File: src/rtl/hdmi_pkg.sv
// rtl/hdmi_pkg.sv - shared types and colour constants for the HDMI pattern source
package hdmi_pkg;

  typedef enum logic [1:0] {
    BARS     = 2'd0,
    CHECKER  = 2'd1,
    BOX      = 2'd2,
    GRADIENT = 2'd3
  } pattern_mode_t;

  typedef struct packed {
    logic [7:0] r;
    logic [7:0] g;
    logic [7:0] b;
  } rgb_t;

  localparam logic DIR_UP   = 1'b1;
  localparam logic DIR_DOWN = 1'b0;

  localparam rgb_t COLOUR_WHITE   = 24'hFFFFFF;
  localparam rgb_t COLOUR_YELLOW  = 24'hFFFF00;
  localparam rgb_t COLOUR_CYAN    = 24'h00FFFF;
  localparam rgb_t COLOUR_GREEN   = 24'h00FF00;
  localparam rgb_t COLOUR_MAGENTA = 24'hFF00FF;
  localparam rgb_t COLOUR_RED     = 24'hFF0000;
  localparam rgb_t COLOUR_BLUE    = 24'h0000FF;
  localparam rgb_t COLOUR_BLACK   = 24'h000000;
  localparam rgb_t COLOUR_BOX_BG  = 24'h000080;

  // Bar order left to right: the classic SMPTE-style descending-luma sequence.
  function automatic rgb_t bar_colour(input logic [2:0] idx);
    case (idx)
      3'd0:    return COLOUR_WHITE;
      3'd1:    return COLOUR_YELLOW;
      3'd2:    return COLOUR_CYAN;
      3'd3:    return COLOUR_GREEN;
      3'd4:    return COLOUR_MAGENTA;
      3'd5:    return COLOUR_RED;
      3'd6:    return COLOUR_BLUE;
      default: return COLOUR_BLACK;
    endcase
  endfunction

endpackage

File: src/rtl/bounce_axis.sv
// rtl/bounce_axis.sv - one axis of the bouncing box, clamps at 0 and LIMIT
module bounce_axis
  import hdmi_pkg::*;
#(
  parameter int LIMIT = 608,
  parameter int STEP  = 2
) (
  input  logic        pix_clk,
  input  logic        reset_n,
  input  logic        tick,
  output logic [15:0] pos,
  output logic        dir
);

  // One extra bit so the overshoot test cannot wrap near 16'hFFFF.
  logic [16:0] pos_up;

  assign pos_up = {1'b0, pos} + 17'(STEP);

  always_ff @(posedge pix_clk or negedge reset_n) begin
    if (!reset_n) begin
      pos <= 16'd0;
      dir <= DIR_UP;
    end else if (tick) begin
      if (dir == DIR_UP) begin
        if (pos_up >= 17'(LIMIT)) begin
          pos <= 16'(LIMIT);
          dir <= DIR_DOWN;
        end else begin
          pos <= pos_up[15:0];
        end
      end else begin
        if (pos <= 16'(STEP)) begin
          pos <= 16'd0;
          dir <= DIR_UP;
        end else begin
          pos <= pos - 16'(STEP);
        end
      end
    end
  end

endmodule

File: src/rtl/hdmi_pattern_gen.sv
// rtl/hdmi_pattern_gen.sv - zero-latency test pattern source with per-frame animation
module hdmi_pattern_gen
  import hdmi_pkg::*;
#(
  parameter int HACTIVE      = 640,
  parameter int VACTIVE      = 480,
  parameter int BOX_SIZE     = 32,
  parameter int BOX_STEP     = 2,
  parameter int CHECKER_LOG2 = 5
) (
  input  logic        pix_clk,
  input  logic        reset_n,
  input  logic [15:0] row,
  input  logic [15:0] column,
  input  logic [1:0]  mode,
  output logic [7:0]  r,
  output logic [7:0]  g,
  output logic [7:0]  b,
  output logic [15:0] frame_count,
  output logic        frame_strobe
);

  localparam int BAR_W = HACTIVE / 8;

  logic                  frame_tick;
  pattern_mode_t         mode_q;
  logic [CHECKER_LOG2:0] scroll;
  logic [15:0]           box_x;
  logic [15:0]           box_y;
  logic                  dir_x;
  logic                  dir_y;

  assign frame_tick = (row == 16'(VACTIVE)) && (column == 16'd0);

  always_ff @(posedge pix_clk or negedge reset_n) begin
    if (!reset_n) begin
      frame_count  <= 16'd0;
      frame_strobe <= 1'b0;
      mode_q       <= BARS;
      scroll       <= '0;
    end else begin
      frame_strobe <= frame_tick;
      if (frame_tick) begin
        frame_count <= frame_count + 16'd1;
        mode_q      <= pattern_mode_t'(mode);
        scroll      <= scroll + 1'b1;
      end
    end
  end

  bounce_axis #(
    .LIMIT (HACTIVE - BOX_SIZE),
    .STEP  (BOX_STEP)
  ) u_box_x (
    .pix_clk (pix_clk),
    .reset_n (reset_n),
    .tick    (frame_tick),
    .pos     (box_x),
    .dir     (dir_x)
  );

  bounce_axis #(
    .LIMIT (VACTIVE - BOX_SIZE),
    .STEP  (BOX_STEP)
  ) u_box_y (
    .pix_clk (pix_clk),
    .reset_n (reset_n),
    .tick    (frame_tick),
    .pos     (box_y),
    .dir     (dir_y)
  );

  logic        active;
  logic [2:0]  bar_idx;
  logic [15:0] chk_sel;
  logic        checker_on;
  logic        in_box;
  rgb_t        pix;

  assign active = (row < 16'(VACTIVE)) && (column < 16'(HACTIVE));

  // Constant-boundary compare chain keeps the bar index free of a divider.
  always_comb begin
    bar_idx = 3'd7;
    if      (column < 16'(BAR_W * 1)) bar_idx = 3'd0;
    else if (column < 16'(BAR_W * 2)) bar_idx = 3'd1;
    else if (column < 16'(BAR_W * 3)) bar_idx = 3'd2;
    else if (column < 16'(BAR_W * 4)) bar_idx = 3'd3;
    else if (column < 16'(BAR_W * 5)) bar_idx = 3'd4;
    else if (column < 16'(BAR_W * 6)) bar_idx = 3'd5;
    else if (column < 16'(BAR_W * 7)) bar_idx = 3'd6;
  end

  assign chk_sel    = (((column + 16'(scroll)) >> CHECKER_LOG2) ^ (row >> CHECKER_LOG2)) & 16'd1;
  assign checker_on = (chk_sel != 16'd0);

  assign in_box = ({1'b0, column} >= {1'b0, box_x}) &&
                  ({1'b0, column} <  ({1'b0, box_x} + 17'(BOX_SIZE))) &&
                  ({1'b0, row}    >= {1'b0, box_y}) &&
                  ({1'b0, row}    <  ({1'b0, box_y} + 17'(BOX_SIZE)));

  // Reset is folded in combinationally so the link goes black without a clock edge.
  always_comb begin
    pix = COLOUR_BLACK;
    if (reset_n && active) begin
      case (mode_q)
        BARS:     pix = bar_colour(bar_idx);
        CHECKER:  pix = checker_on ? COLOUR_WHITE : COLOUR_BLACK;
        BOX:      pix = in_box ? COLOUR_WHITE : COLOUR_BOX_BG;
        GRADIENT: pix = '{r: column[7:0], g: row[7:0], b: frame_count[7:0]};
        default:  pix = COLOUR_BLACK;
      endcase
    end
  end

  assign r = pix.r;
  assign g = pix.g;
  assign b = pix.b;

endmodule

File: config.mk
export PLATFORM = sky130hd
export DESIGN_NAME = hdmi_pattern_gen
export DESIGN_NICKNAME = d
export VERILOG_FILES = /design/src/rtl/hdmi_pkg.sv /design/src/rtl/bounce_axis.sv /design/src/rtl/hdmi_pattern_gen.sv
export SDC_FILE = /design/constraint.sdc
export NUM_CORES = 1
export LEC_CHECK = 0
export CAP_MARGIN = 25
export CORE_AREA = 4 4 190 100
export CTS_BUF_LIST = sky130_fd_sc_hd__clkbuf_8 sky130_fd_sc_hd__clkbuf_16
export DETAILED_ROUTE_END_ITERATION = 12
export DIE_AREA = 0 0 194 104
export PLACE_DENSITY = 0.59
export RECOVER_POWER = 25
export SYNTH_ARGS = -nofsm -noshare
export SYNTH_HDL_FRONTEND = slang
export SYNTH_SLANG_ARGS = --single-unit
File: constraint.sdc
create_clock -name pix_clk -period 3.95 [get_ports pix_clk]
set_input_delay 0.5925 -clock pix_clk [delete_from_list [all_inputs] [get_ports pix_clk]]
set_output_delay 0.5925 -clock pix_clk [all_outputs]
set_load 0.02 [all_outputs]
==> run_results.csv, run 1 <==
group,metric,value,unit
outcome,status,"finished, violations left",
outcome,failed_checks,"capacitance limit, setup timing",
global_route,track_usage,19.0,%
layout,final_common_cell,"buf_4",
layout,final_cell_mix,"122 x buf_4, 67 x nand2_1, 66 x ha_1, 54 x dfrtp_1, 51 x clkdlybuf4s50_1",
placement,dpl_cell_area,7570,sq um
floorplanning,ios,77,
synthesis,avgSynthCellArea,8.05,sq um
setup_path,worstPathMaxFanout,8,
layout,n_antenna_cell,0,
floorplanning,start_util,34.7,%
hold_path,hp-start,"frame_count[15]$_DFFE_PN0P_",
setup_path,required,3360,ps
routing,drt-wirelength-per-cell,16.9,microns
timing,finalHoldViolCount,0,
placement,hpwl,14.8,mm
timing,rsz0062_at_grt,"true",
global_route,grt_max_degree,58,
floorplanning,fp-row-count,34,
cts,cts_tree,"done",
synthesis,yosysTopAreaCell,"dfrtp_1",
placement,portBuffers,76,
timing,post-route-period-util,100,%
layout,syn_to_final_growth,34.5,%
synthesis,ys_ff_latch,57,
cts,clock-root-buffer,"clkbuf_16",
cts,clk_pin_slew,60,ps
floorplanning,fp.dieW,194,microns
global_route,grt_pass1_wl,32.0,mm
cts,clock_sinks,57,
floorplanning,core_area,17200,sq um
timing,fmax,252,MHz
floorplanning,die_y,104,microns
synthesis,synth.yosys.seq_area_share,23.9,%
placement,gp_congestion,0.915,
synthesis,async_reset_ff_share,100,%
setup_path,path_cells,"buf_4 -> nand4_1 -> nor3b_2 -> xnor2_1 -> ha_1 -> a21oi_2 -> a31oi_4 -> nor4b_2 -> nand4_1 -> or4b_4 -> o21ai_1 -> buf_4",
setup_path,slowest_stage,"or4b_4",
cts,clock_latency,340,ps
timing,finalClockSkew,10.6,ps
synthesis,synth_edf_count,0,
synthesis,yosys.cell_types.count,78,
cts,numCtsBuffers,9,
flow_run,max_cap_violations,1,
synthesis,synth_area,5970,sq um
pwr,power,0.00164,W
timing,final_max_slew_viol_count,0,
pwr,power_density,204,nW/um^2
cts,hold_buffers,0,
routing,avgViaCountPerCell,5.53,
layout,final_util,46.7,%
synthesis,synth_ff_type,"dfrtp_1",
setup_path,cp-startpoint,"u_box_y.pos[8]$_DFFE_PN0P_",
setup_path,endpoint_kind,"output pin",
floorplanning,die_area,20200,sq um
routing,drt_wl_total,19.1,mm
setup_path,critPathMaxStageDelay,630,ps
setup_path,cp.arrival,3370,ps
cts,h-tree-depth,3,
global_route,antenna_found_initial,0,
setup_path,crit_family,"simple AND/OR/NAND/NOR gates",
setup_path,worst-path-buf-inv,2,
synthesis,synth_nets,846,
routing,drt_iter0_drc,420,
global_route,gr-total-overflow,0,
pwr,leakage,3.38,nW
routing,routed-via-count,6273,
synthesis,syn_inst,742,
timing,setup_slack,-13.7,ps
layout,stdcell_area,8030,sq um
global_route,grt_pass1_vias,6182,
layout,drive_gt1_share,21.3,%
setup_path,timing.rr.start,"u_box_y.pos[8]$_DFFE_PN0P_",
timing,min_period,3960,ps
timing,slew_headroom,0.120,%
layout,nNetsFinal,999,
synthesis,yosys-top-cells-area,"dfrtp_1 23%, ha_1 14%, xnor2_1 6.7%",
setup_path,path_class,"reg2out",
setup_path,cp-start-kind,"flip-flop",
synthesis,yosys.area.top_type_share,23.1,%
timing,tightest_slew,1500,ps
pwr,peakVddDrop,0.194,mV
timing,finalSetupViolations,5,
routing,dr.pass1.iters,5,
cts,clockBufferDepth,2,
routing,antenna_left,0,
routing,drc,0,
synthesis,yosys_warnings,0,
hold_path,hold_class,"reg2reg",
==> kinds of logic (layout without fill, tap and decap cells) <==
logic type	after synthesis	after routing	synth area share [%]
adder cells (fa/ha/maj)	68	68	14.2
flip-flops	57	57	23.9
multiplexers	1	1	0.168
AO/OA/AOI/OAI	224	224	24.6
buffers and inverters	82	240	6.16
XOR/XNOR	49	49	7.19
AND/OR/NAND/NOR	261	261	23.7
==> worst reg2reg max path, stage by stage, from the launching register on <==
cell     delay (ps)
dfrtp_1         410
buf_4           180
nor3_1          450
nand3_1         330
o41ai_1         750
buf_4           290
o21ai_0          80
nand2_1          90
o31ai_1          70
a31o_2          210
==> sequential cells by signal (all words and copies together) (netlist names) <==
name          count
frame_count      16
u_box_x.pos      15
u_box_y.pos      15
scroll            6
mode_q            2
frame_strobe      1
u_box_x.dir       1
u_box_y.dir       1
==> per-stage QoR <==
stage	setup TNS (ps)	hold WS, ps	worst slack (ps)	cells
floorplan	0	297	384	742
global placement	-5750	466	-265	1112
detailed placement	-6530	465	-325	1112
CTS	-430	480	-29.2	1128
global route	-2630	493	-151	1134
finish	-45.9	475	-13.7	1134
==> power breakdown <==
part | switching [W] | total, W | internal, W | leakage, nW
logic | 0.0000860 | 0.000178 | 0.0000920 | 2.49
clock network | 0.000311 | 0.000877 | 0.000566 | 0.164
registers | 0.00000000000622 | 0.000584 | 0.000584 | 0.727
==> area by class of cell <==
cell class / count / area (sq um)
sequential: 57 / 1430
fill: 1701 / 9160
timing repair buffer: 185 / 1550
multi-input combinational: 603 / 4290
clock inverter: 6 / 82.6
inverter: 39 / 146
tap: 234 / 293
clock buffer: 10 / 239
==> final timing paths <==
check,to,depth (start not counted),slack [ps]
worst min register to register,frame_count[15]$_DFFE_PN0P_,1,470
max in group asynchronous,u_box_y.pos[6]$_DFFE_PN0P_,2,2070
worst max-delay path,g[3],12,-10
worst max register to register,u_box_y.pos[4]$_DFFE_PN0P_,9,980
worst min-delay path,frame_count[15]$_DFFE_PN0P_,1,470
min in group asynchronous,u_box_x.pos[8]$_DFFE_PN0P_,2,890
==> cells in the mapped netlist, types with 5 or more instances <==
| cell | instances |
|---|---|
| a21boi_0 | 24 |
| a21o_1 | 13 |
| a21oi_1 | 39 |
| a31oi_1 | 8 |
| and3_1 | 14 |
| buf_2 | 22 |
| clkbuf_1 | 13 |
| dfrtp_1 | 55 |
| ha_1 | 68 |
| inv_1 | 38 |
| nand2_1 | 67 |
| nand3_1 | 38 |
| nand4_1 | 26 |
| nor2_1 | 39 |
| nor3_1 | 25 |
| nor4_1 | 8 |
| o211ai_1 | 5 |
| o21ai_0 | 73 |
| o311ai_0 | 7 |
| o31ai_1 | 9 |
| or3_1 | 5 |
| xnor2_1 | 46 |
==> layer usage <==
| metal | vias to the layer above | GRT usage (%) | part of all wire (%) | routed length [microns] |
|---|---|---|---|---|
| met5 | - | 0 | 0 | 0 |
| met4 | 0 | 5.32 | 1.8 | 342 |
| met3 | 29 | 3.30 | 4.4 | 846 |
| met2 | 158 | 32.1 | 48 | 9160 |
| met1 | 3014 | 25.0 | 46 | 8760 |
| li1 | 3072 | - | - | - |
==> what timing repair did <==
| action | CTS | global route |
|---|---|---|
| resized for setup | 136 | 61 |
| buffers inserted | 0 | 6 |
| setup endpoints to repair | 24 | 23 |
| pin swaps | 6 | 13 |
| cloned | 0 | 0 |
(Power assumes the default switching activity.)
==> inputs of run 2 (changes only) <==
- PLACE_DENSITY: 0.59 -> not set
==> run_results.csv, run 2 (synthesized netlist as in run 1, its figures left out) <==
group,metric,value,unit
timing,min_period,3970,ps
layout,syn_to_final_growth,35.1,%
timing,rsz0062_at_grt,"true",
layout,stdcell_area,8070,sq um
setup_path,path_class,"reg2out",
cts,numCtsBuffers,9,
outcome,failed_checks,"capacitance limit, slew limit, setup timing",
layout,regArea,1430,sq um
flow_run,max_cap_violations,1,
setup_path,worstSetupPathDepth,12,
global_route,grt_pass1_wl,33.1,mm
layout,stdcell_count,1133,
global_route,antenna_found_initial,0,
setup_path,timing.rr.start,"u_box_y.pos[5]$_DFFE_PN0P_",
global_route,gr-total-overflow,0,
outcome,status,"finished, violations left",
pwr,pwr-share-comb,11.3,%
floorplanning,die_area,20200,sq um
cts,clock_latency,340,ps
layout,top_register,"frame_count",
placement,dpl_cell_area,7560,sq um
pwr,power_density,197,nW/um^2
timing,hold_ws,474,ps
pwr,leakage,3.37,nW
layout,final_util,46.9,%
cts,clockBufferDepth,2,
setup_path,cp.arrival,3370,ps
timing,finalSetupViolations,12,
placement,gp_congestion,0.885,
setup_path,r2r_slack,1140,ps
placement,post-place-cells,1110,
floorplanning,core_area,17200,sq um
setup_path,required,3360,ps
layout,n_antenna_cell,0,
timing,slew_headroom,-0.0213,%
hold_path,hold_class,"reg2reg",
placement,portBuffers,76,
setup_path,endpoint_kind,"output pin",
setup_path,cp-startpoint,"u_box_x.pos[9]$_DFFE_PN0P_",
pwr,seqPwrFrac,36.8,%
timing,fmax,252,MHz
layout,nNetsFinal,998,
floorplanning,die_y,104,microns
routing,drc,0,
setup_path,reg2reg_depth,12,
setup_path,path_cells,"nand4_4 -> nor4_4 -> xnor2_1 -> ha_1 -> a21o_1 -> a21oi_1 -> nor2_1 -> nor4b_2 -> nand4_1 -> or4b_4 -> o21ai_2 -> buf_6",
hold_path,whs_path_depth,1,
setup_path,cp-endpoint,"r[4]",
routing,antenna_left,0,
pwr,p_int,0.00118,W
timing,final_max_slew_viol_count,12,
placement,place_ws,-390,ps
global_route,grt_pass1_vias,6386,
timing,tightest_slew,1500,ps
floorplanning,ios,77,
placement,hpwl,15.4,mm
cts,clk_pin_slew,60,ps
floorplanning,start_util,34.7,%
floorplanning,fp.dieW,194,microns
layout,reg_top3,"frame_count x16, u_box_x.pos x15, u_box_y.pos x15",
global_route,track_usage,19.5,%
cts,clock_sinks,57,
timing,post-route-period-util,100,%
setup_path,r2r-end,"u_box_y.pos[11]$_DFFE_PN0P_",
routing,drt-wirelength-per-cell,17.5,microns
layout,multi_input_area,4360,sq um
timing,finalHoldViolCount,0,
setup_path,critPathMaxStageDelay,650,ps
pwr,clkPwrFrac,51.8,%
setup_path,worst-path-buf-inv,1,
routing,drt_iter0_drc,506,
setup_path,slowest_stage,"or4b_4",
pwr,peakVddDrop,0.203,mV
cts,h-tree-depth,3,
setup_path,worstPathMaxFanout,8,
routing,routed-via-count,6321,
setup_path,crit_family,"simple AND/OR/NAND/NOR gates",
layout,fillers,1682,
timing,finalClockSkew,11.5,ps
cts,cts_tree,"done",
pwr,switchingPower,0.000406,W
routing,drt_wl_total,19.8,mm
timing,setup_slack,-15.5,ps
routing,avgViaCountPerCell,5.58,
layout,final_cell_mix,"116 x buf_4, 66 x nand2_1, 66 x ha_1, 53 x o21ai_0, 53 x dfrtp_1",
cts,clock-root-buffer,"clkbuf_16",
setup_path,cp-start-kind,"flip-flop",
layout,largest_register_ffs,16,
routing,dr.pass1.iters,5,
global_route,grt_max_degree,58,
floorplanning,fp-row-count,34,
pwr,p_sw_share,25.6,%
layout,drive_gt1_share,22.8,%
layout,final_common_cell,"buf_4",
[run 2: changes by cell type in the layout (fill, tap and decap cells not counted), moves of 2 or more]
cell,before,now
buf_4,122,116
o21ai_1,16,11
buf_2,0,3
clkinvlp_4,0,3
o21ai_0,50,53
buf_6,9,11
o21ai_4,0,2
xnor2_1,46,44
xnor2_2,0,2
[run 2: worst min path at each step]
| stage | startpoint | to | slack [ps] |
|---|---|---|---|
| 2_1_floorplan | reset_n | frame_count[0]$_DFFE_PN0P_ | 300 |
| 3_3_place_gp | frame_count[15]$_DFFE_PN0P_ | frame_count[15]$_DFFE_PN0P_ | 460 |
| 3_5_place_dp | frame_count[15]$_DFFE_PN0P_ | frame_count[15]$_DFFE_PN0P_ | 480 |
| 4_1_cts | frame_count[15]$_DFFE_PN0P_ | frame_count[15]$_DFFE_PN0P_ | 490 |
| 5_1_grt | frame_count[15]$_DFFE_PN0P_ | frame_count[15]$_DFFE_PN0P_ | 490 |
| 6_report | frame_count[15]$_DFFE_PN0P_ | frame_count[15]$_DFFE_PN0P_ | 470 |
[run 2: repair_timing]
item                                    4_1_cts  5_1_grt
hold buffers                                  0        0
pin swaps                                    11        9
hold endpoints to repair                      0        0
gates resized for setup                     165       43
setup buffers                                 5        2
endpoints found under the setup margin       24       24
[run 2: power by group through the flow]
stage	combinational (W)	clock [W]	sequential, W
floorplan	0.0000599	0	0.000595
global placement	0.000170	0	0.000595
detailed placement	0.000174	0	0.000595
CTS	0.000177	0.000837	0.000584
global route	0.000202	0.000872	0.000584
finish	0.000180	0.000823	0.000584
[run 2: metrics by stage]
stage,power (W),setup TNS [ps]
floorplan,0.000655,0
detailed placement,0.000769,-8130
global placement,0.000765,-6720
finish,0.00159,-67.4
CTS,0.00160,-120
global route,0.00166,-3570
[run 2: area by class of cell]
type	instances	area share, %
Multi-Input combinational cell	603	54.0
Tap cell	234	3.63
Clock inverter	6	0.822
Timing Repair Buffer	184	19.1
Sequential cell	57	17.7
Inverter	39	1.81
Clock buffer	10	2.96
[run 2: layer usage]
layer / GRT usage [%] / vias to the layer above / wire length [microns]
met2: 32.7 / 195 / 9360
met1: 26.1 / 3004 / 9160
met4: 6.02 / 0 / 459
li1: - / 3081 / -
met3: 2.91 / 41 / 820
met5: 0 / - / 0
==> inputs of run 3 (changes only) <==
- CORE_AREA: 4 4 190 100 -> 4 4 136 138
- DIE_AREA: 0 0 194 104 -> 0 0 140 142
- SKIP_LAST_GASP: not set -> 1
==> run_results.csv, run 3 (synthesized netlist as in run 1, its figures left out) <==
group,metric,value,unit
floorplanning,fp.dieW,140,microns
layout,final_util,46.6,%
placement,dpl_cell_area,7650,sq um
cts,clock_latency,340,ps
global_route,antenna_found_initial,0,
layout,drive_gt1_share,21.8,%
setup_path,cp-start-kind,"flip-flop",
routing,routed-via-count,6253,
setup_path,path_class,"reg2out",
layout,n_antenna_cell,0,
cts,clk_pin_slew,50,ps
layout,nNetsFinal,1005,
cts,clock_sinks,57,
floorplanning,start_util,34.8,%
floorplanning,die_area,19900,sq um
floorplanning,die_y,142,microns
setup_path,worstPathMaxFanout,7,
routing,drt_wl_total,18.9,mm
routing,dr.pass1.iters,6,
pwr,peakVddDrop,0.184,mV
layout,fillers,1712,
placement,hpwl,14.7,mm
hold_path,hp-start,"frame_count[15]$_DFFE_PN0P_",
timing,final_max_slew_viol_count,58,
layout,syn_to_final_growth,33.9,%
layout,final_common_cell,"buf_4",
setup_path,timing.rr.start,"u_box_y.pos[3]$_DFFE_PN0P_",
timing,post-route-period-util,101,%
routing,drc,0,
cts,h-tree-depth,3,
global_route,gr-total-overflow,0,
layout,multi_input_area,4270,sq um
timing,setup_slack,-39.9,ps
setup_path,cp-startpoint,"u_box_x.pos[5]$_DFFE_PN0P_",
setup_path,endpoint_kind,"output pin",
pwr,power_density,194,nW/um^2
placement,place_ws,-401,ps
setup_path,cp.arrival,3400,ps
cts,clock-root-buffer,"clkbuf_16",
timing,tightest_slew,1510,ps
layout,largest_register_ffs,16,
layout,final_cell_mix,"125 x buf_4, 67 x nand2_1, 66 x ha_1, 62 x o21ai_0, 52 x dfrtp_1",
layout,regArea,1430,sq um
outcome,failed_checks,"capacitance limit, slew limit, setup timing",
setup_path,slowest_stage,"or4b_4",
timing,finalSetupViolations,8,
setup_path,path_cells,"buf_6 -> inv_1 -> ha_1 -> inv_1 -> ha_1 -> a21o_1 -> a211oi_1 -> o31ai_1 -> o2111ai_1 -> nand4_1 -> buf_4 -> or4b_4 -> o21ai_0 -> buf_2",
pwr,power,0.00156,W
global_route,grt_max_degree,58,
layout,stdcell_area,8000,sq um
timing,min_period,3990,ps
placement,gp_congestion,0.926,
cts,clockBufferDepth,2,
global_route,grt_pass1_vias,5846,
hold_path,hold_class,"reg2reg",
routing,antenna_left,0,
timing,finalClockSkew,4.67,ps
routing,avgViaCountPerCell,5.53,
timing,timing.setup.tns,-202,ps
timing,fmax,251,MHz
layout,top_register,"frame_count",
outcome,status,"finished, violations left",
setup_path,critPathMaxStageDelay,570,ps
routing,drt_iter0_drc,597,
flow_run,max_cap_violations,1,
cts,hold_buffers,0,
timing,rsz0062_at_grt,"true",
global_route,track_usage,19.0,%
floorplanning,fp-row-count,48,
layout,reg_top3,"frame_count x16, u_box_x.pos x15, u_box_y.pos x15",
setup_path,required,3360,ps
placement,portBuffers,76,
floorplanning,core_area,17200,sq um
cts,cts_tree,"done",
cts,numCtsBuffers,9,
global_route,grt_pass1_wl,30.5,mm
timing,slew_headroom,-0.804,%
routing,drt-wirelength-per-cell,16.8,microns
floorplanning,ios,77,
timing,finalHoldViolCount,0,
pwr,leakage,3.39,nW
run 3: layout make-up:
type / count / share of cell area (%)
multi-input cells: 603 / 53.4
repair buffers: 191 / 19.6
flip-flops and latches: 57 / 17.9
well taps: 225 / 3.52
clock buffers: 11 / 3.16
inverters: 39 / 1.83
clock inverters: 4 / 0.548
run 3: metrics by stage:
stage,std cells,hold slack (ps)
floorplan,742,297
global placement,1114,465
detailed placement,1114,476
CTS,1130,483
global route,1130,512
finish,1130,472
run 3: final timing paths:
path / endpoint / slack, ps / cells after the start
min in group asynchronous: u_box_y.pos[10]$_DFFE_PN0P_ / 920 / 2
min reg2reg: frame_count[15]$_DFFE_PN0P_ / 470 / 1
max in group asynchronous: u_box_x.pos[6]$_DFFE_PN0P_ / 2020 / 2
min: frame_count[15]$_DFFE_PN0P_ / 470 / 1
max reg2reg: u_box_y.pos[5]$_DFFE_PN0P_ / 920 / 9
max: b[3] / -40 / 14
run 3: metal layers:
| layer | wire length, microns | track usage [%] | part of all wire, % | up-vias |
|---|---|---|---|---|
| met5 | 0 | 0 | 0 | - |
| met4 | 493 | 7.19 | 2.6 | 0 |
| met3 | 1020 | 3.29 | 5.4 | 31 |
| met1 | 9040 | 26.9 | 48 | 2921 |
| met2 | 8400 | 29.0 | 44 | 216 |
| li1 | - | - | - | 3085 |
run 3: what timing repair did:
item,4_1_cts,5_1_grt
pin swaps,3,7
gates cloned,0,0
buffers inserted,1,0
resized for setup,136,35
setup endpoints to repair,24,23
run 3: report_power, final:
group             switching [W]  internal, W  total, W
Combinational         0.0000859    0.0000878  0.000174
Sequential     0.00000000000488     0.000585  0.000585
Clock                  0.000283     0.000514  0.000797
run 3: critical path: cells and delay by family, from the launching register on:
kind | cells | cell delay [ps]
DFF | 1 | 420
and+or+nand+nor | 2 | 750
AOI/OAI and AO/OA | 5 | 720
adders and majority gates | 2 | 550
buffers and inverters | 5 | 620
